--- src/rtl/ws2812_segment_driver_if.sv ---
// Frame request / LED data bundle between a decoder owner and
// the WS2812 segment driver.
interface ws2812_segment_driver_if;
  logic start;
  logic led_data;
  logic next_led;
  logic dout;
  logic busy;

  modport master (
    output start,
    output led_data,
    input  next_led,
    input  dout,
    input  busy
  );

  modport slave (
    input  start,
    input  led_data,
    output next_led,
    output dout,
    output busy
  );
endinterface

--- src/rtl/ws2812_segment_driver.sv ---
// WS2812 chain driver: one LED per display segment, GRB MSB first,
// NRZ one-wire timing, low latch interval after every frame.
module ws2812_segment_driver #(
  parameter int          LED_COUNT = 28,
  parameter int          T0H_CYC   = 20,
  parameter int          T1H_CYC   = 40,
  parameter int          BIT_CYC   = 63,
  parameter int          RESET_CYC = 2750,
  parameter logic [23:0] ON_COLOR  = 24'h00FF00,
  parameter logic [23:0] OFF_COLOR = 24'h000000
) (
  input logic clk,
  input logic rst,
  ws2812_segment_driver_if.slave bus
);

  localparam int TMAX = (BIT_CYC > RESET_CYC) ? BIT_CYC : RESET_CYC;
  localparam int TW   = $clog2(TMAX + 1);
  localparam int LW   = $clog2(LED_COUNT + 1);

  localparam logic [TW-1:0] T0_LAST    = TW'(T0H_CYC - 1);
  localparam logic [TW-1:0] T1_LAST    = TW'(T1H_CYC - 1);
  localparam logic [TW-1:0] BIT_LAST   = TW'(BIT_CYC - 1);
  localparam logic [TW-1:0] RESET_LAST = TW'(RESET_CYC - 1);
  localparam logic [LW-1:0] LED_LAST   = LW'(LED_COUNT - 1);

  typedef enum logic [2:0] {
    IDLE,
    LOAD,
    HIGH,
    LOW,
    LATCH
  } state_t;

  state_t        state;
  state_t        state_n;
  logic          busy_q;
  logic [23:0]   shift_reg;
  logic [TW-1:0] tcnt;
  logic [4:0]    bit_cnt;
  logic [LW-1:0] led_cnt;

  logic [TW-1:0] high_last;
  logic          bit_done;
  logic          last_bit;
  logic          last_led;

  assign high_last = shift_reg[23] ? T1_LAST : T0_LAST;
  assign bit_done  = (tcnt == BIT_LAST);
  assign last_bit  = (bit_cnt == 5'd23);
  assign last_led  = (led_cnt == LED_LAST);

  // State register; busy is held one cycle past the return to IDLE
  // so a frame occupies exactly LED/bit/latch time plus one cycle.
  always_ff @(posedge clk) begin
    if (!rst) begin
      state  <= IDLE;
      busy_q <= 1'b0;
    end else begin
      state  <= state_n;
      busy_q <= (state != IDLE) || (state_n != IDLE);
    end
  end

  // Next-state decode of the bit/LED/latch sequencing.
  always_comb begin
    state_n = state;
    unique case (state)
      IDLE:  if (bus.start) state_n = LOAD;
      LOAD:  state_n = HIGH;
      HIGH:  if (tcnt == high_last) state_n = LOW;
      LOW: begin
        if (bit_done) begin
          if (!last_bit)     state_n = HIGH;
          else if (last_led) state_n = LATCH;
          else               state_n = LOAD;
        end
      end
      LATCH: if (tcnt == RESET_LAST) state_n = IDLE;
      default: state_n = IDLE;
    endcase
  end

  // Outputs are pure decodes of the state flop, so they are glitch
  // free and change only at clock edges.
  always_comb begin
    bus.next_led = (state == LOAD);
    bus.dout     = (state == HIGH);
    bus.busy     = busy_q;
  end

  // Shift register and counters; led_data is captured in LOAD, the
  // same edge at which the decoder advances on next_led.
  always_ff @(posedge clk) begin
    if (!rst) begin
      shift_reg <= '0;
      tcnt      <= '0;
      bit_cnt   <= '0;
      led_cnt   <= '0;
    end else begin
      unique case (state)
        IDLE: begin
          tcnt    <= '0;
          bit_cnt <= '0;
          if (bus.start) led_cnt <= '0;
        end
        LOAD: begin
          shift_reg <= bus.led_data ? ON_COLOR : OFF_COLOR;
          bit_cnt   <= '0;
          tcnt      <= '0;
        end
        HIGH: tcnt <= tcnt + 1'b1;
        LOW: begin
          if (bit_done) begin
            tcnt      <= '0;
            shift_reg <= {shift_reg[22:0], 1'b0};
            bit_cnt   <= bit_cnt + 5'd1;
            if (last_bit) led_cnt <= led_cnt + 1'b1;
          end else begin
            tcnt <= tcnt + 1'b1;
          end
        end
        LATCH: tcnt <= (tcnt == RESET_LAST) ? '0 : tcnt + 1'b1;
        default: tcnt <= '0;
      endcase
    end
  end

endmodule

--- src/flat_wrapper.sv ---
// flat-port wrapper written by rule: the top's interface ports become plain ports
module ws2812_segment_driver_flat 
#(
  parameter int          LED_COUNT = 28,
  parameter int          T0H_CYC   = 20,
  parameter int          T1H_CYC   = 40,
  parameter int          BIT_CYC   = 63,
  parameter int          RESET_CYC = 2750,
  parameter logic [23:0] ON_COLOR  = 24'h00FF00,
  parameter logic [23:0] OFF_COLOR = 24'h000000
)
  (clk, rst, bus_start, bus_led_data, bus_next_led, bus_dout, bus_busy);
  ws2812_segment_driver_if bus_i ();
  input logic clk;
  input logic rst;
  input wire logic [$bits(bus_i.start)-1:0] bus_start;
  input wire logic [$bits(bus_i.led_data)-1:0] bus_led_data;
  output wire logic [$bits(bus_i.next_led)-1:0] bus_next_led;
  output wire logic [$bits(bus_i.dout)-1:0] bus_dout;
  output wire logic [$bits(bus_i.busy)-1:0] bus_busy;
  assign bus_i.start = bus_start;
  assign bus_i.led_data = bus_led_data;
  assign bus_next_led = bus_i.next_led;
  assign bus_dout = bus_i.dout;
  assign bus_busy = bus_i.busy;
  ws2812_segment_driver #(.LED_COUNT(LED_COUNT), .T0H_CYC(T0H_CYC), .T1H_CYC(T1H_CYC), .BIT_CYC(BIT_CYC), .RESET_CYC(RESET_CYC), .ON_COLOR(ON_COLOR), .OFF_COLOR(OFF_COLOR)) u_core (.clk(clk), .rst(rst), .bus(bus_i));
endmodule
--- config.mk ---
export PLATFORM = sky130hd
export DESIGN_NAME = ws2812_segment_driver_flat
export DESIGN_NICKNAME = d
export VERILOG_FILES = /design/src/rtl/ws2812_segment_driver_if.sv /design/src/rtl/ws2812_segment_driver.sv /design/src/flat_wrapper.sv
export SDC_FILE = /design/constraint.sdc
export NUM_CORES = 1
export LEC_CHECK = 0
export ABC_AREA = 1
export ABC_CLOCK_PERIOD_IN_PS = 4700
export BUFFER_PORTS_ARGS = -buffer_cell sky130_fd_sc_hd__buf_2
export CAP_MARGIN = 25
export CORE_MARGIN = 3
export CORE_UTILIZATION = 60
export DETAILED_ROUTE_END_ITERATION = 7
export GPL_ROUTABILITY_DRIVEN = 0
export PLACE_DENSITY = 0.75
export SYNTH_ARGS = -nofsm -noshare
export SYNTH_HDL_FRONTEND = slang
export SYNTH_SLANG_ARGS = --single-unit
--- constraint.sdc ---
create_clock -name clk -period 4.7 [get_ports clk]
set_clock_uncertainty 0.15 [all_clocks]
set_input_delay 0.47 -clock clk [delete_from_list [all_inputs] [get_ports clk]]
set_output_delay 0.47 -clock clk [all_outputs]
set_load 0.05 [all_outputs]
==> results_dict.tcl, run 1 <==
set metrics [dict create \
    via_count 1879 \
    slowest_stage "inv_2" \
    drtPass1Iterations 4 \
    setup_tns_ns 0 \
    vias_per_cell 5.191 \
    fp.dieH_um 66.33 \
    drive_gt1_share_pct 11.71 \
    maxCapViolCount 0 \
    grt_max_degree 22 \
    ys_types 28 \
    synthCells 312 \
    relSlewSlack_pct 63.45 \
    htreeDepth 2 \
    yosys-top-cells-area "dfxtp_1 39%, nand2_1 12%, nand3_1 8.5%" \
    core_mm2 0.003416 \
    crit_type "reg -> reg" \
    ys.flop_type "dfxtp_1" \
    antenna_left 0 \
    drtIter0Drc 79 \
    yosys_register_bits 42 \
    p_seq_share_pct 59.6 \
    drc 0 \
    synthMuxAreaShare_pct 0 \
    critPathMaxFanout 21 \
    start_kind "flip-flop" \
    slowest_delay_ns 0.41 \
    switching_share_pct 26.73 \
    diodes 0 \
    post_cts_buffers 0 \
    synth-edff-count 0 \
    p_leak_nw 0.8677 \
    root_buffer "clkbuf_4" \
    clock_latency_ns 0.35 \
    synthAdderAreaFrac_pct 2.865 \
    synth_simple_gate_area_share_pct 36.91 \
    status "finished clean" \
    grt_pass1_vias 1718 \
    hpwl_um 2932 \
    ctsLongestPathBuffers 2 \
    power_density_mw_per_mm2 276.2 \
    rsz0062_at_grt "false" \
    cp-end-kind "flip-flop" \
    dp.cells 354 \
    hold_violations 0 \
    clock_sinks 42 \
    synth-xor-area-share_pct 4.413 \
    die_area_mm2 0.004399 \
    ctsHoldBuffers 0 \
    synth_compound_area_share_pct 8.481 \
    cp_num_buf_inv 3 \
    min-delay-path-class "in -> reg" \
    largest_reg_flops 16 \
    period_needed_ns 2.236 \
    grt_pass1_wl_um 7314 \
    layout.nets 324 \
    chipWidth_um 66.33 \
    cts-resized-gates 0 \
    critPathTopFamily "simple AND/OR/NAND/NOR gates" \
    drv_slew 0 \
    syn_avg_cell_area_um2 6.998 \
    p_switching_w 0.0001673 \
    fin_crit_sh_pct 47.57 \
    ir_drop_mv 0.2312 \
    yosys.area.top_type_share_pct 38.51 \
    worstMarginPinSlew_ns 0.5449 \
    path_cells "inv_2, nand3_1, inv_2, nand3_4, nand2_4, inv_1, nor2_1, nor2_1" \
    synth-seq-area-share_pct 38.51 \
    cts_tree "done" \
    async_flop_share_pct 0 \
    antenna_found_initial 0 \
    fmax_ghz 0.4472 \
    yosysTopAreaCell "dfxtp_1" \
    syn-num-nets 321 \
    stdcell_count 362 \
    wl_per_cell_um 11.48 \
    grt_use_total_pct 21.51 \
    critPathArrivalTime_ns 2.34 \
    cts_buffers 5 \
    clk_pin_slew_ns 0.12 \
    synth_area_mm2 0.002183 \
    port_buffers 6 \
    routed_wl_um 4154 \
    synth_top_family_by_area "simple AND/OR/NAND/NOR gates" \
    setup_viol 0 \
    pwr-share-comb_pct 10.3 \
    floorplan.initialDensity_pct 63.92 \
    internal_power_w 0.0004585 \
    ios 7 \
    required_ns 4.80 \
    fp-row-count 21 \
    syn_to_final_growth_pct 3.782 \
    ys.warnings.count 0 \
    overflow 0 \
    clockPowerShare_pct 30.1 \
]
## worst min-delay path, stage by stage
cell and delay [ns]:
buf_2 0.11, o31ai_1 0.08, inv_1 0.05
## final timing paths
check	slack, ns	start	end	cells past startpoint
worst min register to register	0.32	u_core.shift_reg[19]	u_core.shift_reg[20]	2
worst max-delay path	2.46	u_core.state[2]	u_core.shift_reg[17]	8
worst max register to register	2.46	u_core.state[2]	u_core.shift_reg[17]	8
worst min-delay path	0.22	bus_start	u_core.bus.busy	3
## power by group through the flow
stage	Combinational (W)	Clock (W)	Sequential, W
floorplan	0.0000503	0	0.000383
global placement	0.0000633	0	0.000381
detailed placement	0.0000640	0	0.000381
CTS	0.0000642	0.000194	0.000373
global route	0.0000738	0.000207	0.000375
finish	0.0000642	0.000188	0.000373
## final cells by class
type,count,area (um2)
Clock buffer,7,55.05
Clock inverter,1,5.005
Fill cell,311,1150
Inverter,34,127.6
Multi-Input combinational cell,226,1150
Sequential cell,42,840.8
Tap cell,46,57.56
Timing Repair Buffer,6,30.03
## stage by stage
stage | total power (W) | hold slack (ns) | worst slack, ns | util (%) | area, um2
floorplan | 0.0004330 | 0.2866 | 2.683 | - | 2183
global route | 0.0006559 | 0.2161 | 2.167 | 66.34 | 2266
CTS | 0.0006310 | 0.2028 | 2.465 | 66.34 | 2266
global placement | 0.0004443 | 0.3079 | 2.586 | 64.58 | 2206
finish | 0.0006258 | 0.2239 | 2.464 | 66.34 | 2266
detailed placement | 0.0004451 | 0.3036 | 2.486 | 64.58 | 2206
## cell usage after synthesis (4+ instances only)
master,number
o21ai_0,6
nand2_2,4
a21oi_1,24
buf_2,4
xor2_1,8
ha_1,5
nor2_1,42
dfxtp_1,42
nand3_1,37
nand2_1,69
inv_1,29
nor2_2,10
nand4_1,4
## cell families after synthesis
logic type / after synthesis
AOI/OAI and AO/OA: 35
xor gates and xnor gates: 11
adders and majority gates: 5
buffers and inverters: 44
DFF: 42
and+or+nand+nor: 175
## placed cells by master, fill, tap and decap left out, drive strengths merged
master	n
nand2	75
xnor2	3
xor2	8
nor2	53
a21boi	1
nand4	4
ha	5
clkbuf	7
clkinv	3
inv	32
nor3	3
buf	6
nand3	40
dfxtp	42
o21ai	6
a21oi	24
o21bai	1
o22ai	2
o31ai	1
## metal layers
layer | routed length, um | track usage [%] | vias up
li1 | - | - | 998
met1 | 2140 | 27.84 | 846
met2 | 1826 | 35.44 | 29
met3 | 143 | 5.612 | 6
met4 | 44 | 5.330 | 0
met5 | 0 | 0 | -
(Power assumes the default switching activity.)
==> run 2: changes to the inputs <==
--- a/config.mk
+++ b/config.mk
@@ -5,15 +5,15 @@
 export SDC_FILE = /design/constraint.sdc
 export NUM_CORES = 1
 export LEC_CHECK = 0
-export ABC_AREA = 1
-export ABC_CLOCK_PERIOD_IN_PS = 4700
+export ABC_AREA = 0
+export ABC_CLOCK_PERIOD_IN_PS = 2000
 export BUFFER_PORTS_ARGS = -buffer_cell sky130_fd_sc_hd__buf_2
 export CAP_MARGIN = 25
 export CORE_MARGIN = 3
-export CORE_UTILIZATION = 60
+export CORE_UTILIZATION = 55
 export DETAILED_ROUTE_END_ITERATION = 7
 export GPL_ROUTABILITY_DRIVEN = 0
-export PLACE_DENSITY = 0.75
+export PLACE_DENSITY = 0.73
 export SYNTH_ARGS = -nofsm -noshare
 export SYNTH_HDL_FRONTEND = slang
 export SYNTH_SLANG_ARGS = --single-unit
==> constraint.sdc (replaced) <==
create_clock -name clk -period 2 [get_ports clk]
set_clock_uncertainty 0.15 [all_clocks]
set_input_delay 0.2 -clock clk [delete_from_list [all_inputs] [get_ports clk]]
set_output_delay 0.2 -clock clk [all_outputs]
set_load 0.05 [all_outputs]
==> run 2 against run 1 <==
First-iteration DRC count rose by 73%. Via count fell by 2.7%. Sequential cell count did not move. Register-to-register slack got worse by 2.4 ns. Cell count fell by 20%. Synthesized cell count fell by 26%. Global-route usage rose by 1.1 points. Sequential share of layout area fell by 1.6 points. Power rose to 2.7 times the previous value. Setup slack got worse by 2.4 ns.
==> results_dict.tcl, run 2 <==
set metrics [dict create \
    ys.warnings.count 0 \
    p_switching_w 0.0003907 \
    setup_viol 0 \
    internal_power_w 0.001273 \
    via_count 1828 \
    switching_share_pct 23.48 \
    async_flop_share_pct 0 \
    yosys.area.top_type_share_pct 40.63 \
    place_area_mm2 0.002220 \
    antenna_left 0 \
    core_mm2 0.003468 \
    grt_pass1_vias 1680 \
    dp.cells 280 \
    power_density_mw_per_mm2 702.1 \
    period_needed_ns 1.949 \
    status "finished clean" \
    final_cell_mix "41 x dfxtp_1, 24 x nand2_1, 14 x o21ai_0" \
    ys_types 52 \
    vias_per_cell 6.303 \
    post_cts_buffers 0 \
    fmax_ghz 0.5131 \
    ir_drop_mv 0.6039 \
    required_ns 2.03 \
    drc 0 \
    p_seq_share_pct 51.7 \
    wl_per_cell_um 16.09 \
    p_leak_nw 0.8186 \
    drtPass1Iterations 4 \
    synth_area_mm2 0.002069 \
    clockPowerShare_pct 40.1 \
    clock_sinks 42 \
    routed_wl_um 4665 \
    maxCapViolCount 0 \
    drive_gt1_share_pct 17.21 \
    grt_max_degree 20 \
    htreeDepth 2 \
    cts_buffers 5 \
    critPathMaxFanout 6 \
    drtIter0Drc 137 \
    port_buffers 6 \
    synth_common_cells "42 x dfxtp_1, 24 x nand2_1, 14 x o21ai_0, 12 x nor3_1, 9 x nor2_1" \
    yosys_register_bits 42 \
    hpwl_um 3058 \
    antenna_found_initial 0 \
    cp-end-kind "flip-flop" \
    yosysMostFrequentCell "dfxtp_1" \
    critPathArrivalTime_ns 1.98 \
    root_buffer "clkbuf_8" \
    diodes 0 \
    yosys-top-cells-area "dfxtp_1 41%, nand2_1 4.4%, a41oi_1 3.4%" \
    synth-edff-count 0 \
    start_kind "flip-flop" \
    ctsLongestPathBuffers 2 \
    fp-row-count 21 \
    drv_slew 0 \
    clk_pin_slew_ns 0.08 \
    synth-seq-area-share_pct 40.63 \
    pwr-share-comb_pct 8.2 \
    yosysTopAreaCell "dfxtp_1" \
    floorplan.initialDensity_pct 59.67 \
    layout.nets 252 \
    cts_tree "done" \
    crit_type "reg -> reg" \
    worstMarginPinSlew_ns 0.4046 \
    fp.dieH_um 67.34 \
    relSlewSlack_pct 73.03 \
    setup_tns_ns 0 \
    grt_use_total_pct 22.60 \
    fin_crit_sh_pct 97.45 \
    overflow 0 \
    design_area_mm2 0.002370 \
    clock_latency_ns 0.31 \
    stdcell_count 290 \
    hold_violations 0 \
    syn_to_final_growth_pct 14.51 \
    grt_pass1_wl_um 7824 \
    largest_reg_flops 16 \
    min-delay-path-class "in -> reg" \
    syn-num-nets 239 \
    syn_avg_cell_area_um2 8.998 \
    ys.flop_type "dfxtp_1" \
    synthCells 230 \
    chipWidth_um 67.34 \
    die_area_mm2 0.004535 \
    ios 7 \
    mostFrequentLayoutCell "dfxtp_1" \
]
## run 2: changes by cell type after synthesis, sizes merged, moves of 5 or more
cell	change
a21boi	+5
a21oi	-18
nand3	-32
nor3	+11
nand2	-51
o22ai	+6
o21ai	+8
nor2	-44
a41oi	+9
inv	-28
## run 2: power groups by stage
stage	logic, W	registers (W)	clock network (W)
finish	0.000137	0.000860	0.000668
global route	0.000150	0.000861	0.000716
CTS	0.000135	0.000859	0.000684
detailed placement	0.000132	0.000879	0
global placement	0.000128	0.000878	0
floorplan	0.0000878	0.000882	0
## run 2: what timing repair did
item                       in CTS  in global routing
gates resized for setup         1                  6
pin swaps                       0                  1
hold buffers                    1                  0
setup endpoints to repair       2                 15
hold endpoints to repair        1                  0
cloned                          0                  1
## run 2: logic make-up after synthesis
| group | after synthesis | share of synthesized area [%] |
|---|---|---|
| xor gates and xnor gates | 10 | 4.232 |
| AOI/OAI and AO/OA | 61 | 22.43 |
| and+or+nand+nor | 91 | 25.09 |
| DFF | 42 | 40.63 |
| buffers and inverters | 21 | 4.595 |
| adders and majority gates | 5 | 3.023 |
## run 2: stage by stage
stage | total power (W) | setup WS (ns) | hold WS (ns) | utilization [%]
2_1_floorplan | 0.0009699 | 0.1538 | 0.1727 | -
3_3_place_gp | 0.001006 | 0.1008 | 0.2892 | 64.00
3_5_place_dp | 0.001011 | 0.001101 | 0.3005 | 64.00
4_1_cts | 0.001678 | 0.005458 | 0.1541 | 67.50
5_1_grt | 0.001727 | -0.004332 | 0.1621 | 68.33
6_report | 0.001664 | 0.05097 | 0.1555 | 68.33
## run 2: metal layers
layer,vias to the layer above,routed length [um],GRT usage (%)
li1,895,-,-
met1,887,2116,29.32
met2,38,2274,35.71
met3,8,188,6.323
met4,0,85,8.354
met5,-,0,0
## run 2: layout make-up
type / count / area (um2)
multi-input combinational: 168 / 1167
fill: 281 / 1099
sequential: 42 / 842.1
clock inverter: 2 / 37.54
tap: 46 / 57.56
inverter: 4 / 15.01
clock buffer: 6 / 72.57
timing repair buffer: 22 / 177.7
## run 2: worst paths after layout
path | from | endpoint | slack, ns | cells after the start
max | u_core.tcnt[8] | u_core.tcnt[9] | 0.05 | 4
min | rst | u_core.led_cnt[1] | 0.16 | 2
max reg2reg | u_core.tcnt[8] | u_core.tcnt[9] | 0.05 | 4
min reg2reg | u_core.shift_reg[11] | u_core.shift_reg[11] | 0.32 | 2
## run 2: critical path, cell delays in order (launching register included)
cell and delay (ns):
dfxtp_1 0.39, or3_1 0.41, or4_4 0.54, a21oi_4 0.24, nor3_1 0.10
